--- src/rtl/sdram_pkg.sv ---
// -----------------------------------------------------------------------------
// sdram_pkg
// Shared SDRAM definitions used by the init sequencer and, later, by the
// refresh/access controller.
// Contents:
//   - command encodings, ordered {CS_N, RAS_N, CAS_N, WE_N}
//   - default mode-register word (burst 4, sequential, CL=3)
//   - init FSM state type and state constants
// -----------------------------------------------------------------------------
package sdram_pkg;

    localparam logic [3:0] CMD_INHIBIT = 4'b1111;
    localparam logic [3:0] CMD_NOP     = 4'b0111;
    localparam logic [3:0] CMD_PRE     = 4'b0010;
    localparam logic [3:0] CMD_REF     = 4'b0001;
    localparam logic [3:0] CMD_LMR     = 4'b0000;

    localparam logic [11:0] MODE_REG_DEFAULT = 12'h032;

    typedef logic [2:0] init_state_t;

    localparam init_state_t ST_WAIT200 = 3'd0;
    localparam init_state_t ST_PRE     = 3'd1;
    localparam init_state_t ST_PRE_W   = 3'd2;
    localparam init_state_t ST_REF     = 3'd3;
    localparam init_state_t ST_REF_W   = 3'd4;
    localparam init_state_t ST_MRS     = 3'd5;
    localparam init_state_t ST_MRS_W   = 3'd6;
    localparam init_state_t ST_DONE    = 3'd7;

endpackage

--- src/rtl/sdram_init_seq_if.sv ---
// -----------------------------------------------------------------------------
// sdram_init_seq_if
// SDRAM command/address pin bundle.
//   master : driver of the pins (init sequencer, later the command mux)
//   slave  : observer of the pins (command mux input, SDRAM model)
// Signals: SD_CKE, SD_CS_N, SD_RAS_N, SD_CAS_N, SD_WE_N, SD_BA[1:0],
//          SD_A[ADDR_W-1:0]
// -----------------------------------------------------------------------------
interface sdram_init_seq_if #(
    parameter int ADDR_W = 12
);
    logic              SD_CKE;
    logic              SD_CS_N;
    logic              SD_RAS_N;
    logic              SD_CAS_N;
    logic              SD_WE_N;
    logic [1:0]        SD_BA;
    logic [ADDR_W-1:0] SD_A;

    modport master (
        output SD_CKE, SD_CS_N, SD_RAS_N, SD_CAS_N, SD_WE_N, SD_BA, SD_A
    );

    modport slave (
        input SD_CKE, SD_CS_N, SD_RAS_N, SD_CAS_N, SD_WE_N, SD_BA, SD_A
    );
endinterface

--- src/rtl/sdram_wait_cnt.sv ---
// -----------------------------------------------------------------------------
// sdram_wait_cnt
// Loadable 8-bit down-counter with a zero flag. Holds at zero.
// Ports:
//   CLK        in   clock (rising edge)
//   RST_N      in   synchronous active-low reset (count -> 0)
//   i_load     in   load i_load_val (has priority over i_dec)
//   i_load_val in 8 value to load
//   i_dec      in   decrement by one when non-zero
//   o_zero     out  count is zero
// -----------------------------------------------------------------------------
module sdram_wait_cnt (
    input  logic       CLK,
    input  logic       RST_N,
    input  logic       i_load,
    input  logic [7:0] i_load_val,
    input  logic       i_dec,
    output logic       o_zero
);
    logic [7:0] r_cnt;

    always_ff @(posedge CLK) begin
        if (!RST_N) begin
            r_cnt <= 8'd0;
        end else if (i_load) begin
            r_cnt <= i_load_val;
        end else if (i_dec && (r_cnt != 8'd0)) begin
            r_cnt <= r_cnt - 8'd1;
        end
    end

    assign o_zero = (r_cnt == 8'd0);
endmodule

--- src/rtl/sdram_init_seq.sv ---
// -----------------------------------------------------------------------------
// sdram_init_seq
// SDRAM power-up initialisation sequencer: after the 200 us wait flag it
// issues PRECHARGE ALL, REF_NUM x AUTO REFRESH and LOAD MODE REGISTER, then
// raises INIT_DONE_o. REINIT_i in DONE restarts the sequence without the wait.
// Ports:
//   CLK              in   clock (rising edge)
//   RST_N            in   synchronous active-low reset
//   INIT_WAIT_200_i  in   power-up wait elapsed (sampled only in WAIT200)
//   REINIT_i         in   re-initialisation request (honoured only in DONE)
//   sd               if   SDRAM pins (master modport), all registered
//   INIT_DONE_o      out  sequence complete
// -----------------------------------------------------------------------------
module sdram_init_seq
    import sdram_pkg::*;
#(
    parameter int                ADDR_W   = 12,
    parameter int                T_RP     = 3,
    parameter int                T_RFC    = 9,
    parameter int                T_MRD    = 2,
    parameter int                REF_NUM  = 2,
    parameter logic [ADDR_W-1:0] MODE_REG = ADDR_W'(MODE_REG_DEFAULT)
) (
    input  logic             CLK,
    input  logic             RST_N,
    input  logic             INIT_WAIT_200_i,
    input  logic             REINIT_i,
    sdram_init_seq_if.master sd,
    output logic             INIT_DONE_o
);
    // The counter is loaded with T_x-1 on the edge that puts a command on the
    // pins; the next command is issued on the first edge that sees it at zero.
    // This gives exactly T_x-1 NOP cycles, and none when T_x=1.
    localparam logic [7:0]        LD_RP     = 8'(T_RP - 1);
    localparam logic [7:0]        LD_RFC    = 8'(T_RFC - 1);
    localparam logic [7:0]        LD_MRD    = 8'(T_MRD - 1);
    localparam logic [3:0]        REF_LAST  = 4'(REF_NUM);
    localparam logic [ADDR_W-1:0] A_PRE_ALL = ADDR_W'(1) << 10;

    init_state_t       r_state;
    logic              r_cke;
    logic [3:0]        r_cmd;
    logic [1:0]        r_ba;
    logic [ADDR_W-1:0] r_a;
    logic              r_done;
    logic [3:0]        r_ref_cnt;

    init_state_t       w_state_next;
    logic [3:0]        w_cmd_next;
    logic [ADDR_W-1:0] w_a_next;
    logic              w_done_next;
    logic [3:0]        w_ref_cnt_next;
    logic              w_ld;
    logic [7:0]        w_ld_val;
    logic              w_dec;
    logic              w_zero;

    sdram_wait_cnt u_wait_cnt (
        .CLK        (CLK),
        .RST_N      (RST_N),
        .i_load     (w_ld),
        .i_load_val (w_ld_val),
        .i_dec      (w_dec),
        .o_zero     (w_zero)
    );

    // Next-state logic also computes the pin values for the new state, so a
    // command is on the pins in the cycle right after its state is entered.
    always_comb begin
        w_state_next   = r_state;
        w_cmd_next     = CMD_NOP;
        w_a_next       = '0;
        w_done_next    = 1'b0;
        w_ref_cnt_next = r_ref_cnt;
        w_ld           = 1'b0;
        w_ld_val       = 8'd0;
        w_dec          = 1'b0;

        case (r_state)
            ST_WAIT200: begin
                w_cmd_next = CMD_INHIBIT;
                if (INIT_WAIT_200_i) begin
                    w_state_next   = ST_PRE;
                    w_cmd_next     = CMD_PRE;
                    w_a_next       = A_PRE_ALL;
                    w_ref_cnt_next = 4'd0;
                    w_ld           = 1'b1;
                    w_ld_val       = LD_RP;
                end
            end

            ST_PRE, ST_PRE_W: begin
                if (w_zero) begin
                    w_state_next   = ST_REF;
                    w_cmd_next     = CMD_REF;
                    w_ref_cnt_next = (r_ref_cnt < REF_LAST) ? r_ref_cnt + 4'd1 : r_ref_cnt;
                    w_ld           = 1'b1;
                    w_ld_val       = LD_RFC;
                end else begin
                    w_state_next = ST_PRE_W;
                    w_dec        = 1'b1;
                end
            end

            ST_REF, ST_REF_W: begin
                if (!w_zero) begin
                    w_state_next = ST_REF_W;
                    w_dec        = 1'b1;
                end else if (r_ref_cnt >= REF_LAST) begin
                    w_state_next = ST_MRS;
                    w_cmd_next   = CMD_LMR;
                    w_a_next     = MODE_REG;
                    w_ld         = 1'b1;
                    w_ld_val     = LD_MRD;
                end else begin
                    w_state_next   = ST_REF;
                    w_cmd_next     = CMD_REF;
                    w_ref_cnt_next = r_ref_cnt + 4'd1;
                    w_ld           = 1'b1;
                    w_ld_val       = LD_RFC;
                end
            end

            ST_MRS, ST_MRS_W: begin
                if (w_zero) begin
                    w_state_next = ST_DONE;
                    w_done_next  = 1'b1;
                end else begin
                    w_state_next = ST_MRS_W;
                    w_dec        = 1'b1;
                end
            end

            ST_DONE: begin
                w_done_next = 1'b1;
                if (REINIT_i) begin
                    w_state_next   = ST_PRE;
                    w_cmd_next     = CMD_PRE;
                    w_a_next       = A_PRE_ALL;
                    w_done_next    = 1'b0;
                    w_ref_cnt_next = 4'd0;
                    w_ld           = 1'b1;
                    w_ld_val       = LD_RP;
                end
            end

            default: begin
                w_state_next = ST_WAIT200;
                w_cmd_next   = CMD_INHIBIT;
            end
        endcase
    end

    always_ff @(posedge CLK) begin
        if (!RST_N) begin
            r_state   <= ST_WAIT200;
            r_cke     <= 1'b0;
            r_cmd     <= CMD_INHIBIT;
            r_ba      <= 2'b00;
            r_a       <= '0;
            r_done    <= 1'b0;
            r_ref_cnt <= 4'd0;
        end else begin
            r_state   <= w_state_next;
            r_cke     <= 1'b1;
            r_cmd     <= w_cmd_next;
            r_ba      <= 2'b00;
            r_a       <= w_a_next;
            r_done    <= w_done_next;
            r_ref_cnt <= w_ref_cnt_next;
        end
    end

    assign sd.SD_CKE   = r_cke;
    assign sd.SD_CS_N  = r_cmd[3];
    assign sd.SD_RAS_N = r_cmd[2];
    assign sd.SD_CAS_N = r_cmd[1];
    assign sd.SD_WE_N  = r_cmd[0];
    assign sd.SD_BA    = r_ba;
    assign sd.SD_A     = r_a;
    assign INIT_DONE_o = r_done;
endmodule

--- src/flat_wrapper.sv ---
// flat-port wrapper written by rule: the top's interface ports become plain ports
module sdram_init_seq_flat import sdram_pkg::*;
#(
    parameter int                ADDR_W   = 12,
    parameter int                T_RP     = 3,
    parameter int                T_RFC    = 9,
    parameter int                T_MRD    = 2,
    parameter int                REF_NUM  = 2,
    parameter logic [ADDR_W-1:0] MODE_REG = ADDR_W'(MODE_REG_DEFAULT)
)
  (CLK, RST_N, INIT_WAIT_200_i, REINIT_i, INIT_DONE_o, sd_SD_CKE, sd_SD_CS_N, sd_SD_RAS_N, sd_SD_CAS_N, sd_SD_WE_N, sd_SD_BA, sd_SD_A);
  sdram_init_seq_if #(.ADDR_W(ADDR_W)) sd_i ();
  input  logic CLK;
  input  logic RST_N;
  input  logic INIT_WAIT_200_i;
  input  logic REINIT_i;
  output logic INIT_DONE_o;
  output wire logic [$bits(sd_i.SD_CKE)-1:0] sd_SD_CKE;
  output wire logic [$bits(sd_i.SD_CS_N)-1:0] sd_SD_CS_N;
  output wire logic [$bits(sd_i.SD_RAS_N)-1:0] sd_SD_RAS_N;
  output wire logic [$bits(sd_i.SD_CAS_N)-1:0] sd_SD_CAS_N;
  output wire logic [$bits(sd_i.SD_WE_N)-1:0] sd_SD_WE_N;
  output wire logic [$bits(sd_i.SD_BA)-1:0] sd_SD_BA;
  output wire logic [$bits(sd_i.SD_A)-1:0] sd_SD_A;
  assign sd_SD_CKE = sd_i.SD_CKE;
  assign sd_SD_CS_N = sd_i.SD_CS_N;
  assign sd_SD_RAS_N = sd_i.SD_RAS_N;
  assign sd_SD_CAS_N = sd_i.SD_CAS_N;
  assign sd_SD_WE_N = sd_i.SD_WE_N;
  assign sd_SD_BA = sd_i.SD_BA;
  assign sd_SD_A = sd_i.SD_A;
  sdram_init_seq #(.ADDR_W(ADDR_W), .T_RP(T_RP), .T_RFC(T_RFC), .T_MRD(T_MRD), .REF_NUM(REF_NUM), .MODE_REG(MODE_REG)) u_core (.CLK(CLK), .RST_N(RST_N), .INIT_WAIT_200_i(INIT_WAIT_200_i), .REINIT_i(REINIT_i), .sd(sd_i), .INIT_DONE_o(INIT_DONE_o));
endmodule
--- config.mk ---
export PLATFORM = sky130hd
export DESIGN_NAME = sdram_init_seq_flat
export DESIGN_NICKNAME = d
export VERILOG_FILES = /design/src/rtl/sdram_pkg.sv /design/src/rtl/sdram_init_seq_if.sv /design/src/rtl/sdram_wait_cnt.sv /design/src/rtl/sdram_init_seq.sv /design/src/flat_wrapper.sv
export SDC_FILE = /design/constraint.sdc
export NUM_CORES = 1
export LEC_CHECK = 0
export CORE_MARGIN = 2
export CORE_UTILIZATION = 58
export CTS_BUF_LIST = sky130_fd_sc_hd__clkbuf_8
export CTS_CLUSTER_DIAMETER = 120
export DETAILED_ROUTE_END_ITERATION = 16
export GPL_ROUTABILITY_DRIVEN = 0
export PLACE_DENSITY = 0.92
export SLEW_MARGIN = 10
export SYNTH_ARGS = -nofsm -noshare
export SYNTH_HDL_FRONTEND = slang
export SYNTH_HIERARCHICAL = 1
export SYNTH_SLANG_ARGS = --single-unit
--- constraint.sdc ---
create_clock -name CLK -period 6.34 [get_ports CLK]
set_clock_uncertainty 0.2 [all_clocks]
set_input_delay 0.634 -clock CLK [delete_from_list [all_inputs] [get_ports CLK]]
set_output_delay 0.634 -clock CLK [all_outputs]
set_load 0.02 [all_outputs]
==> run metrics <==
ys async rst share 0%; post-route minimum period 3.08 ns; Worst-Skew Late Latency 0.26 ns; sequential share of the synthesized area 33.4%; GR Util met1 28.1%; worst vdd ir 0.302 mV; RSZ-0062 raised after global routing no; drt wl/cell 14.1 µm; DIE AREA 2790 µm²; Syn Area/Cell 8.90 µm²; area of the core 2230 µm²; WP data arrival 3.02 ns; number of distinct library cells after synthesis 50; CP Max Fanout 12; io pins 24; CTS tree done; PostCTS Resize Cnt 0; IO buf count 13; total wire length 2760 µm; vias in the first global route 1,067; CP Launch Point u_core/u_wait_cnt/r_cnt[0]; # hold bufs at CTS 0; final hold vios 0; Reg area 460 µm²; GRT Residual Overflow 0; GR peak layer met2; Max Root-Sink Buffers 2; hold slack 0.305 ns; # rows 17; CTS Sinks 23; Highest Clock Rate 325 MHz; Detailed Routing Iterations Pass 1 4; max cap viols 0; GRT Overall Usage 23.4%; worst path bufs/invs 3; first-pass GRT wire length 4720 µm; Initial Utilization 61.8%; R2R setup slack 3.26 ns; crit path launch type flip-flop; Antenna diodes 0; setup_tns 0 ns; HP Start u_core/r_ref_cnt[0]; initial antenna violation count 0; cells after synthesis 155; Layout area overhead 10.9%; CTS Root Cell clkbuf_8; Routed Antenna Nets 0; Yosys top cell area share 33.4%; Post-synth EDFFs 0; Placement Setup Slack 3.29 ns; Die W 52.8 µm; setup ws final 3.26 ns; NumNets Final 177; Setup Crit Path Kind flip-flop to flip-flop; DRT iter0 DRCs 37; FF+latch count, synth 23; drt drc 0; CP required 6.28 ns; top cells by count, synth dfxtp_1 (23), buf_4 (12), nand2_1 (10); Pwr Density 485 nW/µm²; status finished, final reports clean; Leak 0.000645 µW; met3 usage 4.00%; fin. max-slew vios 0; CTS buffer count 3; Vias/cell 5.79; layout filler cell count 182; Final Setup Violations 0; synth top area cells dfxtp_1 (33%), buf_4 (6.5%), ha_1 (3.6%), a21oi_1 (2.9%), nand2_1 (2.7%); share of layout cells above drive strength 1 10.7%; Rel. slew slack 49.3%; pin count of the biggest net entering global routing 25; Yosys top cell by area dfxtp_1; postcts setup bufs 0; total number of vias 1,134; post-DP HPWL 2020 µm; Clock transition at path regs 0.08 ns; area of the multi-input gates 822 µm²; chip height 52.8 µm; Ys Warns 6; Tcrit/Tclk final 48.6%; CP delay by family, top simple AND/OR/NAND/NOR gates; worst min path class flip-flop to flip-flop; synthesized cell area 1380 µm²; Max stage delay on crit path 0.64 ns; CTS H-tree lvls 1; Setup crit end kind flip-flop; most frequent cell after synthesis dfxtp_1; top_reg_cell synth dfxtp_1; Worst path slowest cell nor3_1; met2 GRT Util 40.6%; critical-path cell list inv_1, ha_1, inv_1, nor4_1, buf_4, nor3_1, or3b_2, nor3_1, mux2i_1, a21oi_1; Worst-Margin Slew 0.754 ns; reg-to-reg critical path startpoint u_core/u_wait_cnt/r_cnt[0]
==> per-layer routing <==
| layer | share of wire [%] | wire (µm) | vias up |
|---|---|---|---|
| li1 | - | - | 555 |
| met1 | 40 | 1110 | 517 |
| met5 | 0 | 0 | - |
| met2 | 50 | 1380 | 53 |
| met4 | 2.2 | 61 | 0 |
| met3 | 7.7 | 212 | 9 |
==> worst paths after layout <==
path | endpoint | cells after the start
worst max-delay path | u_core/u_wait_cnt/r_cnt[7] | 10
worst min-delay path | u_core/r_ref_cnt[0] | 2
worst max register to register | u_core/u_wait_cnt/r_cnt[7] | 10
worst min register to register | u_core/r_ref_cnt[0] | 2
==> tightest hold or removal path: cells and delay by family, from the launching register on <==
kind	cells	cell delay (ns)
simple gates	1	0.06
flops	1	0.34
mux	1	0.06
==> layout make-up <==
class	instances	area share [%]
Inverter	8	1.96
Clock inverter	1	0.245
Tap cell	28	2.29
Multi-Input combinational cell	119	53.7
Clock buffer	3	2.70
Sequential cell	23	30.1
Timing Repair Buffer	14	8.99
==> stage by stage <==
step	area, µm²	cells	total power (µW)	utilization, %
floorplan	1430	169	558	-
detailed placement	1490	192	646	66.5
global placement	1490	192	624	66.5
global route	1530	196	795	68.5
CTS	1530	196	739	68.5
finish	1530	196	742	68.5
==> where the power goes <==
group | leakage [µW] | switching (µW) | total [µW] | internal [µW]
clock | 0.0000269 | 45.9 | 89.2 | 43.2
combinational | 0.000429 | 235 | 412 | 176
sequential | 0.000189 | 53.9 | 242 | 188
==> placed cells by master, fill, tap and decap left out, types with 3 or more instances in the layout <==
cell type        count
nor3b_1              5
inv_1                9
ha_1                 4
mux2i_1              3
dfxtp_1             23
o211a_1              3
conb_1              15
nand3_1              6
o31ai_1              4
o21ai_0              7
nor2_1               6
and2_1               4
xnor2_1              4
a21oi_1              8
nand2_1             10
nor3_1               3
clkbuf_8             3
clkdlybuf4s50_1     13
==> logic make-up (layout without fill, tap and decap cells) <==
kind of cell               Yosys count  in the layout  synth area share [%]
adders and majority gates            4              4                  3.63
and+or+nand+nor                     59             59                  28.2
muxes                                3              3                  2.18
buffers and inverters               27             26                  10.9
AOI/OAI and AO/OA                   33             33                  18.3
other                                1             15                 0.272
DFF                                 23             23                  33.4
xor gates and xnor gates             5              5                  3.17
==> flip-flops by register name, summed over array words and instances (netlist names) <==
signal	flops
u_core/u_wait_cnt/r_cnt	8
u_core/r_cmd	4
u_core/r_ref_cnt	4
u_core/r_state	3
u_core/sd.SD_A	2
u_core/INIT_DONE_o	1
u_core/sd.SD_CKE	1
No activity file was read; power rests on OpenSTA's default activity.
